--- config.mk ---
export PLATFORM = sky130hd
export DESIGN_NAME = ram_arbiter
export DESIGN_NICKNAME = d
export VERILOG_FILES = /design/src/rtl/ram_arb_pkg.sv /design/src/rtl/ram_arbiter_rr.sv /design/src/rtl/ram_arbiter.sv
export SDC_FILE = /design/constraint.sdc
export NUM_CORES = 1
export LEC_CHECK = 0
export BUFFER_PORTS_ARGS = -buffer_cell sky130_fd_sc_hd__buf_2
export CAP_MARGIN = 20
export CORE_MARGIN = 3
export CORE_UTILIZATION = 35
export CTS_CLUSTER_DIAMETER = 30
export DETAILED_ROUTE_END_ITERATION = 8
export PLACE_DENSITY_LB_ADDON = 0.3
export SLEW_MARGIN = 0
export SYNTH_ARGS = -nofsm -noshare
export SYNTH_HDL_FRONTEND = slang
export SYNTH_HIERARCHICAL = 1
export SYNTH_SLANG_ARGS = --single-unit
export TNS_END_PERCENT = 100
--- constraint.sdc ---
create_clock -name clk -period 1.7 [get_ports clk]
set_clock_uncertainty 0.1 [all_clocks]
set_input_delay 0 -clock clk [delete_from_list [all_inputs] [get_ports clk]]
set_output_delay 0 -clock clk [all_outputs]
set_load 0.05 [all_outputs]
--- src/rtl/ram_arb_pkg.sv ---
// Shared types and sizing helpers for the sdram user-port arbiter.
// Imported by the arbiter top and its round-robin picker.
package ram_arb_pkg;

  typedef enum logic [1:0] {
    IDLE,
    ISSUE,
    WAIT_RD,
    GAP
  } state_t;

  localparam int ADDR_W_DEF = 24;
  localparam int DATA_W_DEF = 16;

  function automatic int cnt_w(input int t);
    return (t < 2) ? 1 : $clog2(t + 1);
  endfunction

endpackage

--- src/rtl/ram_arbiter_rr.sv ---
// Combinational round-robin picker: searches req from ptr upward, wrapping.
// The pointer register itself lives in the arbiter top.
module rr_arbiter
  import ram_arb_pkg::*;
#(
  parameter int NREQ = 2,
  parameter int PW   = 1
) (
  input  logic [NREQ-1:0] req,
  input  logic [PW-1:0]   ptr,
  output logic [NREQ-1:0] winner,
  output logic            valid
);

  always_comb begin
    winner = '0;
    valid  = 1'b0;
    for (int i = 0; i < NREQ; i++) begin
      if (!valid && req[(int'(ptr) + i) % NREQ]) begin
        winner[(int'(ptr) + i) % NREQ] = 1'b1;
        valid = 1'b1;
      end
    end
  end

endmodule

--- src/rtl/ram_arbiter.sv ---
// Shares the sdram_block user port between NREQ requesters, round-robin,
// one transaction in flight, all outputs registered.
module ram_arbiter
  import ram_arb_pkg::*;
#(
  parameter int NREQ    = 2,
  parameter int ADDR_W  = ADDR_W_DEF,
  parameter int DATA_W  = DATA_W_DEF,
  parameter int TIMEOUT = 64
) (
  input  logic                     clk,
  input  logic                     rst,
  input  logic [NREQ-1:0]          req,
  input  logic [NREQ-1:0]          req_we,
  input  logic [NREQ*ADDR_W-1:0]   req_addr,
  input  logic [NREQ*DATA_W-1:0]   req_wdata,
  output logic [NREQ-1:0]          grant,
  output logic [NREQ-1:0]          rd_valid,
  output logic                     rd_err,
  output logic [DATA_W-1:0]        rd_data,
  output logic [ADDR_W-1:0]        ram_addr,
  output logic [DATA_W-1:0]        ram_wr_data,
  output logic                     ram_wr_en,
  output logic                     ram_rd_en,
  input  logic                     ram_busy,
  input  logic                     ram_rd_ready,
  input  logic [DATA_W-1:0]        ram_rd_data,
  output logic                     ram_rd_ack
);

  localparam int PW = (NREQ > 2) ? $clog2(NREQ) : 1;
  localparam int CW = cnt_w(TIMEOUT);

  state_t            state;
  logic [PW-1:0]     ptr;
  logic [NREQ-1:0]   owner;
  logic              we;
  logic [CW-1:0]     cnt;

  logic [NREQ-1:0]   win;
  logic              win_valid;
  logic [PW-1:0]     sel_idx;
  logic              sel_we;
  logic [ADDR_W-1:0] sel_addr;
  logic [DATA_W-1:0] sel_wdata;
  logic [PW-1:0]     next_ptr;

  rr_arbiter #(
    .NREQ (NREQ),
    .PW   (PW)
  ) u_rr (
    .req    (req),
    .ptr    (ptr),
    .winner (win),
    .valid  (win_valid)
  );

  always_comb begin
    sel_idx   = '0;
    sel_we    = 1'b0;
    sel_addr  = '0;
    sel_wdata = '0;
    for (int i = 0; i < NREQ; i++) begin
      if (win[i]) begin
        sel_idx   = PW'(i);
        sel_we    = req_we[i];
        sel_addr  = req_addr[i*ADDR_W +: ADDR_W];
        sel_wdata = req_wdata[i*DATA_W +: DATA_W];
      end
    end
  end

  assign next_ptr = (sel_idx == PW'(NREQ - 1)) ? '0
                  : sel_idx + PW'(1);

  always_ff @(posedge clk) begin
    if (rst) begin
      state       <= IDLE;
      ptr         <= '0;
      owner       <= '0;
      we          <= 1'b0;
      cnt         <= '0;
      grant       <= '0;
      rd_valid    <= '0;
      rd_err      <= 1'b0;
      rd_data     <= '0;
      ram_addr    <= '0;
      ram_wr_data <= '0;
      ram_wr_en   <= 1'b0;
      ram_rd_en   <= 1'b0;
      ram_rd_ack  <= 1'b0;
    end else begin
      grant      <= '0;
      rd_valid   <= '0;
      rd_err     <= 1'b0;
      ram_wr_en  <= 1'b0;
      ram_rd_en  <= 1'b0;
      ram_rd_ack <= 1'b0;
      unique case (state)
        IDLE: begin
          // command pulses are registered on entry so they show in ISSUE
          if (win_valid && !ram_busy) begin
            owner       <= win;
            we          <= sel_we;
            ptr         <= next_ptr;
            grant       <= win;
            ram_addr    <= sel_addr;
            ram_wr_data <= sel_wdata;
            ram_wr_en   <= sel_we;
            ram_rd_en   <= !sel_we;
            state       <= ISSUE;
          end
        end
        ISSUE: begin
          cnt   <= '0;
          state <= we ? GAP : WAIT_RD;
        end
        WAIT_RD: begin
          if (ram_rd_ready) begin
            rd_data    <= ram_rd_data;
            rd_valid   <= owner;
            ram_rd_ack <= 1'b1;
            state      <= GAP;
          end else if (cnt == CW'(TIMEOUT - 1)) begin
            rd_data  <= '0;
            rd_valid <= owner;
            rd_err   <= 1'b1;
            state    <= GAP;
          end else begin
            cnt <= cnt + CW'(1);
          end
        end
        GAP: state <= IDLE;
        default: state <= IDLE;
      endcase
    end
  end

endmodule

; Yosys cells after proc, flatten, opt, wreduce, memory -nomap -nowiden
; Index checks and enable logic that the tools add are counted.
[op_classes]
n_addsub = 3
order_cmp = 4
eq_ne = 8
muxes = 35
bitwise = 5
reduce_logical = 17
[op_table]
columns = operator, n
row1 = $mux W16, 4
row2 = $mux W24, 2
row3 = $mux W1, 16
row4 = $mux W2, 7
row5 = $mux W7, 2
row6 = $pmux W7 S2, 1
row7 = $pmux W2 S4, 1
row8 = $add A7 B1 Y7 const B, 1
row9 = $eq A7 B6 Y1 const B, 1
row10 = $ne A2 B2 Y1 const B, 3
row11 = $reduce_and A2 Y1, 3
row12 = $reduce_or A3 Y1, 2
row13 = $eq A2 B2 Y1 const B, 2
row14 = $logic_and A1 B1 Y1, 4
row15 = $reduce_bool A2 Y1, 2
row16 = $logic_not A1 Y1, 3
row17 = $lt A2 B3 Y1 const B, 1
row18 = $ne A3 B3 Y1 const B, 1
row19 = $not A1 Y1, 3
row20 = $reduce_and A3 Y1, 1
row21 = $add A1 B1 Y1 const B, 2
row22 = $demux W1 S1, 2
row23 = $eq A2 B1 Y1 const B, 1
row24 = $ge A2 B1 Y1 const B, 1
row25 = 6 further kinds, 6
[word_totals]
register_bits = 77
in_bits = 104
output_inout_bits = 64
elab_cells = 86

; Longest topological paths before layout
[logic_depth]
word_depth = 11
ltp_mapped = 8
ltp_nobuf = 6

; Modules after synthesis
; Netlist, hierarchy kept.
[modules_own_cells]
columns = mod, n_inst, cells_per_inst, area_each_um2, seq_area_each_um2
row1 = ram_arbiter, 1, 318, 3029.2, 1541.5
row2 = rr_arbiter, 1, 4, 25.0, 0.0

; Worst setup path after synthesis
; OpenSTA, ideal clock, no wires.
[synth_timing]
kind = flip-flop to flip-flop
start = reg state[0]
end = reg rd_data[10]
setup_time_ns = 0.117
arrival_ns = 1.452
t_required_ns = 1.483
path_slack_ns = 0.031
path_stages_with_launch = 9
path_buffers = 2
synth_period_minus_slack_ns = 1.669
path_cell_list = dfxtp_1 > inv_1 > ha_1 > inv_1 > nor2_1 > and2_1 > buf_4 > buf_2 > a22o_1
[synth_between]
elab_chain_cells = 2
[synth_lines]
columns = item, line
row1 = "start, declared", ram_arbiter.sv:34  ; state_t state;
row2 = "start signal, assigned", ram_arbiter.sv:116  ; state <= we ? GAP : WAIT_RD;
row3 = $eq A2 B2 Y1, ram_arbiter.sv:99  ; unique case (state)
row4 = $reduce_and A2 Y1 (no source line), --
row5 = "end signal, assigned", ram_arbiter.sv:120  ; rd_data <= ram_rd_data;
row6 = "end, declared", ram_arbiter.sv:20  ; output logic [DATA_W-1:0] rd_data,
; Every way passes these cells.
; A chain may end at the register's enable or synchronous reset.

; Worst setup path in the final report
[layout_timing]
start = reg state[1]
end = reg ram_addr[12]
[layout_between]
elab_chain_cells = 2
[layout_lines]
columns = item, line
row1 = $logic_not A2 Y1, ram_arbiter.sv:99
row2 = $reduce_and A2 Y1 (no source line), --
row3 = "end signal, assigned", ram_arbiter.sv:107  ; ram_addr <= sel_addr;
row4 = "end, declared", ram_arbiter.sv:21  ; output logic [ADDR_W-1:0] ram_addr,
; Every way passes these cells.

==> summary.txt <==
Worst setup path
  – R2R cell count: 7
  – R2r setup slk: 60 ps
  – CP Data Arrival Time: 1750 ps
  – CP Class: flop to flop
  – Critical Path Fanout Max: 24
  – Worst setup SP type: flop
  – Crit. End Element: flop
  – Worst EP required: 1810 ps

Outcome
  – Outcome: finished clean

Power and ir drop
  – Max rail drop VDD: 0.000662 V
  – Cell Pwr Density: between 1000 and 1500 nW/um2
  – Leakage power: roughly 0.0025 uW

Synthesis
  – Top post-synthesis cells by area: dfxtp_1 50%, a221oi_1 12%, nor3_1 6.9%
  – EDFF count, synth: 0
  – Ys async rst share: 0%
  – Syn Inst Count: 322
  – Synth top area share: roughly half
  – Largest area contributor in the netlist: dfxtp_1
  – Total number of yosys warnings: 6
  – Cell Area, Synth: ~3100 um2
  – Synthesis-stage register bit count: slightly below 80
  – Seq/Total Area, Yosys: between 50% and 60%
  – Mean Syn Cell Area: 9.49 um2
  – Top_reg_cell synth: dfxtp_1
  – Syn Nets: 431
  – Netlist cell types: 40

Floorplanning
  – Row count: 33
  – Die ar.: between 9000 and 10000 um2
  – Die Ht: 99.4 um
  – Starting Density: around 37%
  – Die width: 99.4 um
  – Top Ports: roughly 170
  – Placeable Area: 8340 um2

Final layout
  – Fraction of layout cells with a size suffix above 1: 37.2%
  – # diodes: 0
  – Post-route insts no fill: 702
  – Fin nets: 702
  – Synth-to-layout area growth: 77.8%

Route
  – DRT Pass-1 Iters: 4
  – WL/cell: 16.7 um
  – DRC: 0
  – Final WL: 11.7 mm
  – Via density: ~5.3
  – DR iter-0 viols: 150
  – Via count: 3698
  – Final ANT Viol Nets: 0

Timing
  – Max Fclk: 609 MHz
  – Slew @ Worst Pin: 384 ps
  – Tcrit/Tclk final: between 90 and 100%
  – Worst slew margin: 74.3%
  – Number of max-slew violations in the final report: 0
  – Hold WS: 69.8 ps
  – Final setup viols: 0
  – RSZ-0062 raised after global routing: true
  – Final hold violations: 0
  – Min cycle time layout: 1640 ps

Placed design
  – Post-Place Cells: 579
  – Placer Congestion: 0.807
  – HPWL Detailed: 6.26 mm
  – IO buf count: roughly 170

Clock tree
  – Clk_lat worst skew: 330 ps
  – Clk buf depth: 2
  – CTS tree: built
  – Clk sink count: 77
  – Root Buffer: clkbuf_8
  – H-tree levels: 3
  – CTS buffer count: 9
  – Clk slew on worst S/H paths: 80 ps

Run
  – Number of max-cap violations: 0

Global route
  – Total GRT Usage: 22.6%
  – Grt total ovfl: 0
  – Largest net degree at the start of global routing: between 40 and 50
  – Vias in the first global route: between 3k and 4k
  – First-pass GRT wire length: ~18 mm
  – Initial antenna violation count: 0

Min path
  – Hold Path Class: input pin to flop
  – Min-Delay Path Depth: 5
-- per-stage QoR --
step	area, um2	total power [uW]	setup TNS [ps]	util (%)	setup slack, ps
6_report	5430	6520	0	65.1	59.2
5_1_grt	5430	6850	-16.4	65.1	-11.1
4_1_cts	5310	6420	0	63.7	6.05
3_5_place_dp	4060	5000	-8090	48.7	-322
3_3_place_gp	4060	4960	-5200	48.7	-247
2_1_floorplan	3050	4250	0	-	30.7
-- power by group --
| part | leakage, uW | switching [uW] | internal, uW |
|---|---|---|---|
| sequential | 0.000630 | 180 | 2150 |
| combinational | 0.00178 | 2020 | 1000 |
| clock | 0.0000833 | 610 | 560 |
| total | 0.00249 | 2810 | 3720 |
-- sequential cells by signal (all words and copies together), names as in the netlist --
signal	flops
rd_data	16
rd_valid	2
ram_rd_en	1
grant	2
ram_wr_data	16
we	1
ram_addr	24
ram_rd_ack	1
owner	2
state	2
rd_err	1
cnt	7
ram_wr_en	1
ptr	1
-- worst paths after layout --
path | startpoint | end
hold / removal | req[1] | owner[0]
hold reg to reg | owner[1] | owner[1]
setup / recovery | state[1] | ram_addr[12]
setup reg to reg | state[1] | ram_addr[12]
-- synthesized netlist by cell type (3+ instances only) --
cell and instances:
inv_1 5, a221oi_1 41, nor2_1 44, nor3_1 42, nand2b_1 4, a21oi_1 7
nand2_1 11, ha_1 5, and2_1 4, clkbuf_1 15, dfxtp_1 77, a22o_1 16
buf_2 11, nand3_1 3, nor3b_1 4
-- critical path, stage by stage, from the launching register on --
cell and delay [ps]:
dfxtp_1 350, inv_2 80, ha_2 210, nand3b_1 80
buf_4 170, buf_12 160, a221oi_1 270, nor3_1 100
-- layer usage --
metal / vias up / part of all wire, % / global-route usage, % / wire [um]
met3: 53 / 9.4 / 6.31 / 1100
met2: 219 / 48 / 37.3 / 5610
li1: 1748 / - / - / -
met4: 0 / 4.9 / 13.9 / 575
met5: - / 0 / 0 / 0
met1: 1678 / 38 / 25.7 / 4450
-- final cells by class --
type                       instances  area [um2]
fill                             654        2910
inverter                           5        18.8
sequential                        77        1540
clock inverter                     2        10.0
tap                              105         131
multi-input combinational        214        1480
timing repair buffer             286        2100
clock buffer                      13         149
-- cell families after synthesis --
logic type | count (synthesis) | share of synthesized area (%)
AND/OR/NAND/NOR | 125 | 19.9
multiplexers | 2 | 0.655
buffers and inverters | 34 | 5.24
adder cells (fa/ha/maj) | 5 | 2.05
XOR/XNOR | 1 | 0.287
AO/OA/AOI/OAI | 78 | 21.4
flip-flops | 77 | 50.5
-- what timing repair did --
action,in CTS,in global routing
gates cloned,2,2
pin swaps,2,3
endpoints found under the hold margin,63,0
resized for setup,7,15
setup buffers,2,2
hold buffers,100,0
endpoints found under the setup margin,60,64
-- cell usage in the layout (no fill, tap or decap), types with 4 or more instances in the layout --
| cell | Yosys | routed |
|---|---|---|
| buf_4 | 1 | 9 |
| nand2_1 | 11 | 11 |
| dfxtp_1 | 77 | 76 |
| a21oi_1 | 7 | 6 |
| buf_12 | 0 | 8 |
| a221oi_2 | 0 | 4 |
| nor2_1 | 44 | 44 |
| nor3b_1 | 4 | 4 |
| clkbuf_8 | 0 | 10 |
| a22o_1 | 16 | 16 |
| a221oi_1 | 41 | 37 |
| nand2b_1 | 4 | 4 |
| buf_2 | 11 | 167 |
| nor3_1 | 42 | 42 |
| and2_1 | 4 | 4 |
| nor2b_4 | 0 | 4 |
| dlygate4sd3_1 | 0 | 100 |
Note: power is estimated with default switching activity, not from simulation.
